**config.mk**
```make
export PLATFORM = sky130hd
export DESIGN_NAME = bcd_7seg_scan
export DESIGN_NICKNAME = d
export VERILOG_FILES = /design/src/rtl/bcd_7seg_scan.sv
export SDC_FILE = /design/constraint.sdc
export NUM_CORES = 1
export LEC_CHECK = 0
export ABC_AREA = 0
export BUFFER_PORTS_ARGS = -buffer_cell sky130_fd_sc_hd__buf_2
export CAP_MARGIN = 30
export CELL_PAD_IN_SITES_DETAIL_PLACEMENT = 1
export CELL_PAD_IN_SITES_GLOBAL_PLACEMENT = 2
export CORE_MARGIN = 5
export CORE_UTILIZATION = 38
export CTS_BUF_LIST = sky130_fd_sc_hd__clkbuf_8 sky130_fd_sc_hd__clkbuf_16
export DETAILED_ROUTE_END_ITERATION = 7
export PLACE_DENSITY_LB_ADDON = 0.25
export RECOVER_POWER = 25
export SYNTH_ARGS = -nofsm -noshare
export SYNTH_HDL_FRONTEND = slang
export SYNTH_SLANG_ARGS = --single-unit
```
**constraint.sdc**
```tcl
create_clock -name clk -period 3.55 [get_ports clk]
set_clock_uncertainty 0.1 [all_clocks]
set_input_delay 0.71 -clock clk [delete_from_list [all_inputs] [get_ports clk]]
set_output_delay 0.71 -clock clk [all_outputs]
set_load 0.1 [all_outputs]
```
**src/rtl/bcd_7seg_scan.sv**
```systemverilog
// Two-digit multiplexed seven-segment driver: snapshots TENS/ONES once per frame and
// scans them onto a shared active-low segment bus with optional dead-time gaps.
//
// state      | meaning
// RESET_IDLE | after reset, display dark; leaves on the first clock edge
// ONES_ON    | ones digit driven (entered with a capture of TENS/ONES/BLANK_LZ)
// GAP_A      | all digits off between ones and tens
// TENS_ON    | tens digit driven, blanked if leading-zero blanking applies
// GAP_B      | all digits off between tens and the next frame
module bcd_7seg_scan #(
  parameter int DIGIT_CYCLES = 50000,
  parameter int GAP_CYCLES   = 4,
  parameter int CNT_W        = 16
) (
  input  logic       clk,
  input  logic       rst_n,
  input  logic [3:0] TENS,
  input  logic [3:0] ONES,
  input  logic       BLANK_LZ,
  output logic [6:0] SEG,
  output logic [1:0] AN,
  output logic       FRAME_START
);

  localparam logic [2:0] S_IDLE  = 3'd0;
  localparam logic [2:0] S_ONES  = 3'd1;
  localparam logic [2:0] S_GAP_A = 3'd2;
  localparam logic [2:0] S_TENS  = 3'd3;
  localparam logic [2:0] S_GAP_B = 3'd4;

  localparam bit               HAS_GAP  = (GAP_CYCLES > 0);
  localparam logic [CNT_W-1:0] DIG_LAST = CNT_W'(DIGIT_CYCLES - 1);
  localparam logic [CNT_W-1:0] GAP_LAST = CNT_W'(HAS_GAP ? GAP_CYCLES - 1 : 0);

  logic [2:0]       state, nxt_state;
  logic [CNT_W-1:0] cnt, nxt_cnt;
  logic [3:0]       tens_q, ones_q, tens_n, ones_n;
  logic             blank_q, blank_n;
  logic             capture;
  logic [6:0]       seg_n;
  logic [1:0]       an_n;

  function automatic logic [6:0] decode(input logic [3:0] d);
    logic [6:0] s;
    case (d)
      4'd0:    s = 7'b1000000;
      4'd1:    s = 7'b1111001;
      4'd2:    s = 7'b0100100;
      4'd3:    s = 7'b0110000;
      4'd4:    s = 7'b0011001;
      4'd5:    s = 7'b0010010;
      4'd6:    s = 7'b0000010;
      4'd7:    s = 7'b1111000;
      4'd8:    s = 7'b0000000;
      4'd9:    s = 7'b0010000;
      default: s = 7'b0111111;
    endcase
    return s;
  endfunction

  always_comb begin
    nxt_state = state;
    nxt_cnt   = cnt + CNT_W'(1);
    case (state)
      S_IDLE: begin
        nxt_state = S_ONES;
        nxt_cnt   = '0;
      end
      S_ONES: if (cnt == DIG_LAST) begin
        nxt_state = HAS_GAP ? S_GAP_A : S_TENS;
        nxt_cnt   = '0;
      end
      S_GAP_A: if (cnt == GAP_LAST) begin
        nxt_state = S_TENS;
        nxt_cnt   = '0;
      end
      S_TENS: if (cnt == DIG_LAST) begin
        nxt_state = HAS_GAP ? S_GAP_B : S_ONES;
        nxt_cnt   = '0;
      end
      S_GAP_B: if (cnt == GAP_LAST) begin
        nxt_state = S_ONES;
        nxt_cnt   = '0;
      end
      default: begin
        nxt_state = S_IDLE;
        nxt_cnt   = '0;
      end
    endcase
  end

  // Outputs are registered from the next-state view so the capture edge
  // already shows the freshly sampled ones digit.
  always_comb begin
    capture = (nxt_state == S_ONES) && (state != S_ONES);
    tens_n  = capture ? TENS : tens_q;
    ones_n  = capture ? ONES : ones_q;
    blank_n = capture ? BLANK_LZ : blank_q;
    an_n    = 2'b11;
    seg_n   = 7'h7F;
    case (nxt_state)
      S_ONES: begin
        an_n  = 2'b10;
        seg_n = decode(ones_n);
      end
      S_TENS: begin
        an_n  = 2'b01;
        seg_n = (blank_n && tens_n == 4'd0) ? 7'h7F : decode(tens_n);
      end
      default: begin
        an_n  = 2'b11;
        seg_n = 7'h7F;
      end
    endcase
  end

  always_ff @(posedge clk or negedge rst_n) begin
    if (!rst_n) begin
      state       <= S_IDLE;
      cnt         <= '0;
      tens_q      <= '0;
      ones_q      <= '0;
      blank_q     <= 1'b0;
      AN          <= 2'b11;
      SEG         <= 7'h7F;
      FRAME_START <= 1'b0;
    end else begin
      state       <= nxt_state;
      cnt         <= nxt_cnt;
      tens_q      <= tens_n;
      ones_q      <= ones_n;
      blank_q     <= blank_n;
      AN          <= an_n;
      SEG         <= seg_n;
      FRAME_START <= capture;
    end
  end

endmodule

```
==> results of run 1 <==
[cells in the mapped netlist (all sizes together) (8+ instances only)]
library cell	instances
o21ai	8
ha	13
inv	13
xnor2	8
dfstp	9
nor2	29
nand2	18
nand3	11
nor3	12
a21oi	10
dfrtp	29
[state kept, by name, summed over array words and instances, names as in the netlist]
signal / flops
SEG: 7
blank_q: 1
FRAME_START: 1
cnt: 16
ones_q: 4
tens_q: 4
AN: 2
state: 3
[stage by stage]
step                      cell area [µm²]  setup slack [ns]
after floorplan                      2400             0.385
after global placement               2620             0.308
after detailed placement             2620             0.212
after CTS                            2700             0.196
after global routing                 2700           0.00846
final                                2700             0.209
[where the power goes]
part	switching, W	internal, W	leakage [nW]
clock	0.000151	0.000131	0.0519
combinational	0.000100	0.0000334	0.703
sequential	0.00000787	0.000449	0.464
total	0.000259	0.000614	1.22
[per-layer routing]
metal | GRT usage | vias up | share of wire | wire length (µm)
li1 | - | 975 | - | -
met1 | 0.218 | 1014 | 0.43 | 2790
met2 | 0.312 | 33 | 0.52 | 3330
met3 | 0.0323 | 8 | 0.037 | 238
met4 | 0.0433 | 0 | 0.013 | 85
met5 | 0 | - | 0 | 0
[final cells by class]
| cell class | count | area (µm²) |
|---|---|---|
| clock inverters | 3 | 11.3 |
| clock buffers | 5 | 68.8 |
| flip-flops and latches | 38 | 962 |
| well taps | 77 | 96.3 |
| fillers | 747 | 3540 |
| multi-input cells | 196 | 1350 |
| inverters | 14 | 57.6 |
| repair buffers | 27 | 151 |
[critical path: stages, from the launching register on]
cell and delay, ns:
dfrtp_1 0.37, ha_1 0.24, or4b_1 0.52, o41ai_4 0.39
nand2_4 0.19, mux2i_1 0.37, inv_1 0.16, ha_1 0.22
nor2b_1 0.12, o31a_1 0.34, o221ai_1 0.21
[how the worst max path moves through the flow]
stage | startpoint | to
global placement | cnt[0]$_DFF_PN0_ | SEG[4]$_DFF_PN1_
floorplan | cnt[0]$_DFF_PN0_ | SEG[6]$_DFF_PN1_
finish | cnt[0]$_DFF_PN0_ | SEG[4]$_DFF_PN1_
detailed placement | cnt[0]$_DFF_PN0_ | SEG[4]$_DFF_PN1_
global route | cnt[0]$_DFF_PN0_ | SEG[5]$_DFF_PN1_
CTS | cnt[0]$_DFF_PN0_ | SEG[4]$_DFF_PN1_
[cells by family (layout without fill, tap and decap cells)]
family,count (synthesis),count (layout),synth area share
simple gates,106,106,0.234
buf+inv,19,49,0.0334
fa+ha+maj,14,14,0.0721
flops,38,38,0.402
mux,7,7,0.0292
xor+xnor,15,15,0.0548
compound gates,54,54,0.174
==> metrics, run 1 <==
Worst Tran Pin Value=around 2.1 ns; share of the synthesized area in the top cell type=0.303; r2r endpoint=SEG[4]$_DFF_PN1_; reg2reg start=cnt[0]$_DFF_PN0_; final setup fails=0; Final Util=0.433; total grt overflow=0; overall power=0.000873 W; CTS Buf Count=5; area grow syn2layout=12.7%; max cap viols=1; Mapped Nets=277; Clk pin slew, worst setup/hold paths=0.08 ns; Hold/Removal Path Class=reg -> reg; Post-CTS Setup Bufs=0; Distinct cells, synth=between 50 and 60; dpl hpwl=4.85 mm; Hold Path Origin=cnt[0]$_DFF_PN0_; peak supply drop=0.152 mV; Site Rows=29; Root Driver=clkbuf_8; layout cells sized above 1=0.170; post-route setup TNS=0 ns; DIE HEIGHT=just under 90 µm; via/cell ratio=between 5 and 6; CORE AREA=6240 µm²; num ports=21; wirelength, routed=approximately 6.4 mm; crit path launch type=flop; RSZ-0062 raised after global routing=no; Top FF cell, synth=dfrtp_1; DR vias=a little over 2,000; worst endpoint required time=~3.6 ns; hold_buf cts=0; Mapped Area=between 2000 and 2500 µm²; Routed WL per cell=~18 µm; Critical Path AT=~3.4 ns; Pwr Density=323 nW/µm²; dominant cell type by area after synthesis=dfrtp_1; Seq cells post-synth=38; fin nets=~300; Crit. End Element=flop; initial antenna violation count=0; slew margin rel.=-0.409; largest cells by area after synthesis=dfrtp_1 30%, dfstp_2 9.9%, ha_1 6.8%, nor2_1 4.5%, mux2i_1 2.9%; largest net degree at the start of global routing=39; Die X=between 80 and 90 µm; Final ANT Viol Nets=0; dpl cells=352; Worst-Skew Late Latency=around 0.28 ns; initial DRC count=53; WHS=~0.36 ns; status=finished with violations; Final Critical Period=3.34 ns; initial core utilization=0.384; CP Max Fanout=11; Hold EP=cnt[0]$_DFF_PN0_; Avg Inst Size Synth=9.47 µm²; final hold vios=0; DR pass1 iterations=4; failing checks=capacitance limit, slew limit; post-synthesis cell count=253; Reg2Reg Depth=10; first-pass GRT wire length=10.8 mm; Max Freq=~300 MHz; EDFF count, synth=0; most frequent cells in the layout=29 x dfrtp_1, 29 x nor2_1, 19 x buf_2; Clock Path Buffers=2; RePlAce Congestion=between 0.8 and 0.9; CTS tree=built; post-cts gate resize count=0; async set or reset register ratio after synthesis=1.00; DRC viols=0; vias in the first global route=around 2,100; final slew viol count=39; yosys synthesis warning count=0; crit share post-route=0.941; gr usage total=0.175; register area share after synthesis=0.402; leak pwr=1.22 nW; die footprint=about 8000 µm²; filler-free cell count of the finished design=between 300 and 400; # diodes=0; R2R Setup Slk=about 0.21 ns; CTS sink count=38; PortBufs=20; H-tree Lvls=2; critical path type=reg -> reg; hold depth=1
No activity file was read; power rests on OpenSTA's default activity.
==> run 2, diff against run 1 <==
--- a/config.mk
+++ b/config.mk
@@ -5,13 +5,13 @@
 export SDC_FILE = /design/constraint.sdc
 export NUM_CORES = 1
 export LEC_CHECK = 0
-export ABC_AREA = 0
+export ABC_AREA = 1
 export BUFFER_PORTS_ARGS = -buffer_cell sky130_fd_sc_hd__buf_2
 export CAP_MARGIN = 30
 export CELL_PAD_IN_SITES_DETAIL_PLACEMENT = 1
 export CELL_PAD_IN_SITES_GLOBAL_PLACEMENT = 2
 export CORE_MARGIN = 5
-export CORE_UTILIZATION = 38
+export CORE_UTILIZATION = 35
 export CTS_BUF_LIST = sky130_fd_sc_hd__clkbuf_8 sky130_fd_sc_hd__clkbuf_16
 export DETAILED_ROUTE_END_ITERATION = 7
 export PLACE_DENSITY_LB_ADDON = 0.25
==> run 2 against run 1 <==
The run still ends with capacitance limit, slew limit left. Cell count rose by 22%. Area after synthesis increased by 1.5%. Sequential power shrank 0.9%. Maximum frequency increased by 18%. Design area decreased by 0.46%. Via count about the same. Sequential cell count unchanged. Largest cell class unchanged. Sequential share of layout area grew 0.17 points. Hold slack improved by 0.0070 ns. Highest routed layer unchanged. Count of clock-buffer cells in the layout did not move.
==> metrics, run 2 <==
final hold vios=0 (unchanged); post-synthesis simple-gate area fraction=0.350 (+0.116); final slew viol count=39 (unchanged); dpl hpwl=4.53 mm (-6.6%); Final ANT Viol Nets=0 (unchanged); Routed WL per cell=13.5 µm (-25%); post-synthesis cell count=318 (+26%); Hold/Removal Path Class=reg -> reg; via/cell ratio=4.63 (-18%); Worst-Skew Late Latency=0.29 ns (about the same); Post-Synth Adder-Cell Area=0.0669 (-0.00516); largest cells by area after synthesis=dfrtp_1 30%, nand2_1 9.9%, dfstp_2 9.7%, inv_1 7.6%, nor2_1 6.9%; RSZ-0062 raised after global routing=no; Hold Path Origin=cnt[0]$_DFF_PN0_; Clock Path Buffers=2 (unchanged); Final Critical Period=2.83 ns (-0.513 ns); Top FF cell, synth=dfrtp_1; Post-Place Worst Slack=0.706 ns (+0.494 ns); crit path launch type=flop; CTS sink count=38 (unchanged); Die X=93.3 µm (+4.4%); most frequent cells in the layout=64 x nand2_1, 51 x inv_1, 45 x nor2_1; reg2reg start=cnt[10]$_DFF_PN0_; mux cell area share after synthesis=0 (-0.0292); largest net degree at the start of global routing=39 (unchanged); DR pass1 iterations=4 (unchanged); Reg2Reg Depth=15 (+5); max reg flops=16 (unchanged); layout cells sized above 1=0.190 (+0.0204); EDFF count, synth=0 (unchanged); critical path, cell by cell=nor2_2 > nand2_1 > nor2_1 > nand2_1 > nand2_1 > nand2_1 > nand2_4 > nand3_4 > o21ai_2 > ha_1 > nand3b_1 > a21oi_1 > nor2_1 > nor2_1 > nand2_1; Max Freq=354 MHz (+18%); CORE AREA=6790 µm² (+8.9%); failing checks=capacitance limit, slew limit; commonest non-fill, non-tap cell in the layout=nand2_1; status=finished with violations; CP most frequent cell=nand2_1; wirelength, routed=5.90 mm (-8.4%); DRC viols=0 (unchanged); initial DRC count=40 (-25%); yosys synthesis warning count=0 (unchanged); post-route setup TNS=0 ns (unchanged); Seq cells post-synth=38 (unchanged); buffers and inverters on the worst path=0 (-1); number of cells on the critical path=15 (+5); total grt overflow=0 (unchanged); first-pass GRT wire length=10.2 mm (-5.9%); die footprint=8710 µm² (+9.0%); Most flops, register=cnt; area grow syn2layout=10.6%; final setup fails=0 (unchanged); max cap viols=1 (unchanged); H-tree Lvls=2 (unchanged); async set or reset register ratio after synthesis=1.00 (unchanged); Worst Tran Pin Value=2.16 ns (+0.0437 ns); delay of the slowest critical-path stage=0.45 ns (-0.07 ns); r2r endpoint=SEG[3]$_DFF_PN1_; leak pwr=1.42 nW (+16%); # diodes=0 (unchanged); CTS Buf Count=5 (unchanged); slowest cell on the critical path=dfrtp_1; vias in the first global route=2,112 (-0.61%); slew margin rel.=-0.438 (-0.0292); critical path type=reg -> reg; DR vias=2,029 (-0.049%); Post-CTS Setup Bufs=0 (unchanged); CTS tree=built; Site Rows=30 (+3.4%); worst endpoint required time=3.67 ns (+0.03 ns); Critical Path AT=2.95 ns (-0.48 ns); post-cts gate resize count=0 (unchanged); Root Driver=clkbuf_8; Crit. End Element=flop; register area share after synthesis=0.396 (-0.00579); dominant cell type by area after synthesis=dfrtp_1; leading registers by flop count=cnt x16, SEG x7; hold depth=1 (unchanged); DIE HEIGHT=93.3 µm (+4.4%); fin nets=366 (+20%); Clk pin slew, worst setup/hold paths=0.07 ns (about the same); Mapped Nets=342 (+23%); R2R Setup Slk=0.72 ns (+0.51 ns); RePlAce Congestion=0.765 (-5.8%); most frequent cell after synthesis=nand2_1; gr usage total=0.147 (-0.0281); crit share post-route=0.796 (-0.145); hold_buf cts=0 (unchanged); Synth Area in Compound Gates=0.0659 (-0.109); CP Max Fanout=14 (+3); PnR worst setup slack=0.722 ns (+0.513 ns); fill cell count=838 (+12%); Post-synth top cells=64 x nand2_1, 49 x inv_1, 45 x nor2_1; Hold EP=cnt[0]$_DFF_PN0_; peak supply drop=0.181 mV (+19%); num ports=21 (unchanged); Distinct cells, synth=33 (-39%); PortBufs=20 (unchanged); Pwr Density=326 nW/µm² (+0.81%); initial core utilization=0.358 (-0.0261); post-synthesis xor/xnor area fraction=0.0144 (-0.0404); share of the synthesized area in the top cell type=0.299 (-0.00436); initial antenna violation count=0 (unchanged); critical path's top delay family=simple AND/OR/NAND/NOR gates; Mapped Area=2430 µm² (+1.5%); Avg Inst Size Synth=7.64 µm² (-19%); largest family of logic cells by synthesized area=simple AND/OR/NAND/NOR gates
[run 2: cell types whose count changed after synthesis, moves of 9 or more]
cell,change
nor3_1,-12
nor2_1,+16
inv_1,+36
nand2_1,+47
nand2_2,+9
nand3_1,+19
[run 2: area by class of cell]
type,instances,area (µm²),share of cell area
inverters,57,214,0.0796
clock buffers,5,68.8,0.0256
repair buffers,21,106,0.0396
clock inverters,2,7.51,0.00279
flip-flops and latches,38,962,0.358
multi-input cells,219,1210,0.450
well taps,96,120,0.0447
[run 2: report_power, final]
| group | leakage [nW] | switching, W | internal [W] | total (W) |
|---|---|---|---|---|
| Sequential | 0.464 | 0.00000403 | 0.000449 | 0.000453 |
| Combinational | 0.907 | 0.000108 | 0.0000314 | 0.000139 |
| Clock | 0.0466 | 0.000154 | 0.000130 | 0.000283 |
[run 2: worst max-delay path by stage]
stage	from	to
floorplan	cnt[0]$_DFF_PN0_	SEG[3]$_DFF_PN1_
global placement	cnt[10]$_DFF_PN0_	SEG[3]$_DFF_PN1_
detailed placement	cnt[0]$_DFF_PN0_	SEG[3]$_DFF_PN1_
CTS	cnt[0]$_DFF_PN0_	SEG[3]$_DFF_PN1_
global route	cnt[10]$_DFF_PN0_	SEG[3]$_DFF_PN1_
finish	cnt[10]$_DFF_PN0_	SEG[3]$_DFF_PN1_
[run 2: kinds of logic after synthesis]
family | after synthesis
AND/OR/NAND/NOR | 176
buffers and inverters | 61
flip-flops | 38
AO/OA/AOI/OAI | 26
adder cells (fa/ha/maj) | 13
XOR/XNOR | 4
[run 2: metrics by stage]
stage / hold slack, ns / area, µm² / power [W] / cells / util
after floorplan: 0.314 / 2430 / 0.000566 / 318 / -
after global placement: 0.344 / 2610 / 0.000602 / 431 / 0.385
after detailed placement: 0.355 / 2610 / 0.000603 / 431 / 0.385
after CTS: 0.365 / 2690 / 0.000893 / 438 / 0.396
after global routing: 0.394 / 2690 / 0.000923 / 438 / 0.396
final: 0.366 / 2690 / 0.000876 / 438 / 0.396
[run 2: layer usage]
layer	vias up	GRT usage	wire, µm
li1	1042	-	-
met1	961	0.186	2710
met2	22	0.253	2970
met3	4	0.0298	166
met4	0	0.0403	57
met5	-	0	0
==> run 3, diff against run 2 <==
--- a/config.mk
+++ b/config.mk
@@ -5,13 +5,13 @@
 export SDC_FILE = /design/constraint.sdc
 export NUM_CORES = 1
 export LEC_CHECK = 0
-export ABC_AREA = 1
+export ABC_AREA = 0
 export BUFFER_PORTS_ARGS = -buffer_cell sky130_fd_sc_hd__buf_2
 export CAP_MARGIN = 30
 export CELL_PAD_IN_SITES_DETAIL_PLACEMENT = 1
 export CELL_PAD_IN_SITES_GLOBAL_PLACEMENT = 2
 export CORE_MARGIN = 5
-export CORE_UTILIZATION = 35
+export CORE_UTILIZATION = 38
 export CTS_BUF_LIST = sky130_fd_sc_hd__clkbuf_8 sky130_fd_sc_hd__clkbuf_16
 export DETAILED_ROUTE_END_ITERATION = 7
 export PLACE_DENSITY_LB_ADDON = 0.25
==> constraint.sdc (replaced) <==
create_clock -name clk -period 2.9 [get_ports clk]
set_clock_uncertainty 0.1 [all_clocks]
set_input_delay 0.58 -clock clk [delete_from_list [all_inputs] [get_ports clk]]
set_output_delay 0.58 -clock clk [all_outputs]
set_load 0.1 [all_outputs]
==> run 3 against run 2 <==
The run ends with capacitance limit, slew limit, setup timing left. Critical path depth fell by 6. Hold slack better by 0.057 ns. Setup slack worse by 0.74 ns. Maximum frequency shrank 2.9%. First-iteration DRC count rose by 30%.
==> metrics, run 3 (synthesized netlist as in run 1, its figures left out) <==
status=finished with violations; critical path type=reg -> reg; Site Rows=29 (-3.3%); Pint=0.000793 W (+30%); Routed WL per cell=17.7 µm (+32%); failing checks=capacitance limit, slew limit, setup timing; grt peak-use layer=met2; global routing usage on met2=0.365 (+0.112); Clock power frac=0.339 (+0.015); Most flops, register=cnt; via/cell ratio=5.47 (+18%); hold depth=2 (+1); wirelength, routed=7.07 mm (+20%); Root Driver=clkbuf_8; CP Max Fanout=5 (-9); leak pwr=1.40 nW (-1.0%); num ports=21 (unchanged); worst endpoint required time=3.02 ns (-0.65 ns); met1 usage in global routing=0.229 (+0.0425); DR vias=2,181 (+7.5%); initial core utilization=0.384 (+0.0261); layout cells sized above 1=0.323 (+0.133); dpl hpwl=5.50 mm (+21%); peak supply drop=0.216 mV (+19%); DIE HEIGHT=89.4 µm (-4.2%); Critical Path AT=3.04 ns (+0.09 ns); largest net degree at the start of global routing=39 (unchanged); Die X=89.4 µm (-4.2%); RSZ-0062 raised after global routing=yes; gr usage total=0.196 (+0.0488); initial antenna violation count=0 (unchanged); filler-free cell count of the finished design=399 (-8.9%); slew margin rel.=-0.422 (+0.0164); CTS sink count=38 (unchanged); post-route setup TNS=-0.0314 ns (-0.0314 ns); CTS Buf Count=5 (unchanged); vias in the first global route=2,443 (+16%); final setup fails=3 (+3); register share of total power=0.498 (-0.020); Clock Path Buffers=2 (unchanged); Crit. End Element=flop; Worst-Skew Late Latency=0.29 ns (about the same); area grow syn2layout=29.0%; commonest non-fill, non-tap cell in the layout=buf_4; CORE AREA=6240 µm² (-8.1%); met3 Use GR=0.0359 (+0.00618); sw power=0.000335 W (+26%); final slew viol count=39 (unchanged); first-pass GRT wire length=11.9 mm (+17%); Sw Share=0.297 (-0.00583); Reg2Reg Depth=9 (-6); crit share post-route=1.00 (+0.208); # diodes=0 (unchanged); Post-Place Worst Slack=-0.0903 ns (-0.796 ns); PortBufs=20 (unchanged); final hold vios=0 (unchanged); RePlAce Congestion=0.835 (+9.2%); max cap viols=1 (unchanged); part of the power in combinational logic=0.163 (+0.004); PnR worst setup slack=-0.0131 ns (-0.736 ns); Pwr Density=365 nW/µm² (+12%); die footprint=7990 µm² (-8.3%); R2R Setup Slk=-0.01 ns (-0.74 ns); DR pass1 iterations=4 (unchanged); crit path launch type=flop; max reg flops=16 (unchanged); dpl cells=390 (-9.5%); leading registers by flop count=cnt x16, SEG x7; Clk pin slew, worst setup/hold paths=0.08 ns (about the same); Worst Tran Pin Value=2.13 ns (-0.0246 ns); Final Critical Period=2.91 ns (+0.0856 ns); overall power=0.00113 W (+29%); Final ANT Viol Nets=0 (unchanged); Hold/Removal Path Class=reg -> reg; Max Freq=343 MHz (-2.9%); fin nets=345 (-5.7%); initial DRC count=52 (+30%); Final Util=0.495 (+0.0994); DRC viols=0 (unchanged); CTS tree=built; most frequent cells in the layout=45 x buf_4, 29 x dfrtp_1, 29 x nor2_1; H-tree Lvls=2 (unchanged); total grt overflow=0 (unchanged)
run 3: cell types whose count changed in the layout (fill, tap and decap cells not counted), sizes merged, moves of 12 or more:
cell   before  now
inv        57   14
nor2       51   29
nand3      33   11
nand2      77   18
nor3        0   12
buf        20   65
run 3: area by class of cell:
cell class / count / area [µm²]
tap: 77 / 96.3
inverter: 14 / 57.6
timing repair buffer: 66 / 448
sequential: 38 / 962
fill: 752 / 3150
multi-input combinational: 196 / 1440
clock buffer: 6 / 82.6
clock inverter: 2 / 8.76
run 3: critical path: stages (launching register included):
cell,delay [ns]
dfrtp_1,0.38
or4_4,0.56
o41ai_4,0.47
nand2_4,0.15
mux2i_4,0.24
ha_4,0.18
nand3b_1,0.07
mux2i_1,0.09
a211o_1,0.35
o22a_1,0.24
run 3: per-layer routing:
metal | up-vias | routed length [µm]
met5 | - | 0
met4 | 0 | 78
met3 | 6 | 142
met2 | 24 | 3870
met1 | 1093 | 2980
li1 | 1058 | -
run 3: worst paths after layout:
| kind | startpoint | end |
|---|---|---|
| setup / recovery | cnt[12]$_DFF_PN0_ | SEG[5]$_DFF_PN1_ |
| hold / removal | blank_q$_DFF_PN0_ | blank_q$_DFF_PN0_ |
| setup reg to reg | cnt[12]$_DFF_PN0_ | SEG[5]$_DFF_PN1_ |
| hold reg to reg | blank_q$_DFF_PN0_ | blank_q$_DFF_PN0_ |
| max in group asynchronous | rst_n | state[1]$_DFF_PN0_ |
| min in group asynchronous | rst_n | cnt[3]$_DFF_PN0_ |
run 3: power by group through the flow:
stage               clock (W)  combinational, W  sequential (W)
CTS                  0.000400          0.000185        0.000562
detailed placement          0          0.000180        0.000571
finish               0.000383          0.000183        0.000562
floorplan                   0         0.0000589        0.000631
global placement            0          0.000176        0.000571
global route         0.000422          0.000199        0.000564
run 3: metrics by stage:
stage          cell area (µm²)  hold slack (ns)
3_3_place_gp              2950            0.387
2_1_floorplan             2450            0.184
4_1_cts                   3080            0.335
5_1_grt                   3090            0.446
3_5_place_dp              2950            0.406
6_report                  3090            0.423
run 3: repair_timing:
item | in CTS | in global routing
setup endpoints to repair | 7 | 7
pin swaps | 2 | 3
buffers inserted | 1 | 0
cloned | 0 | 0
gates resized for setup | 9 | 2
hold buffers | 0 | 0
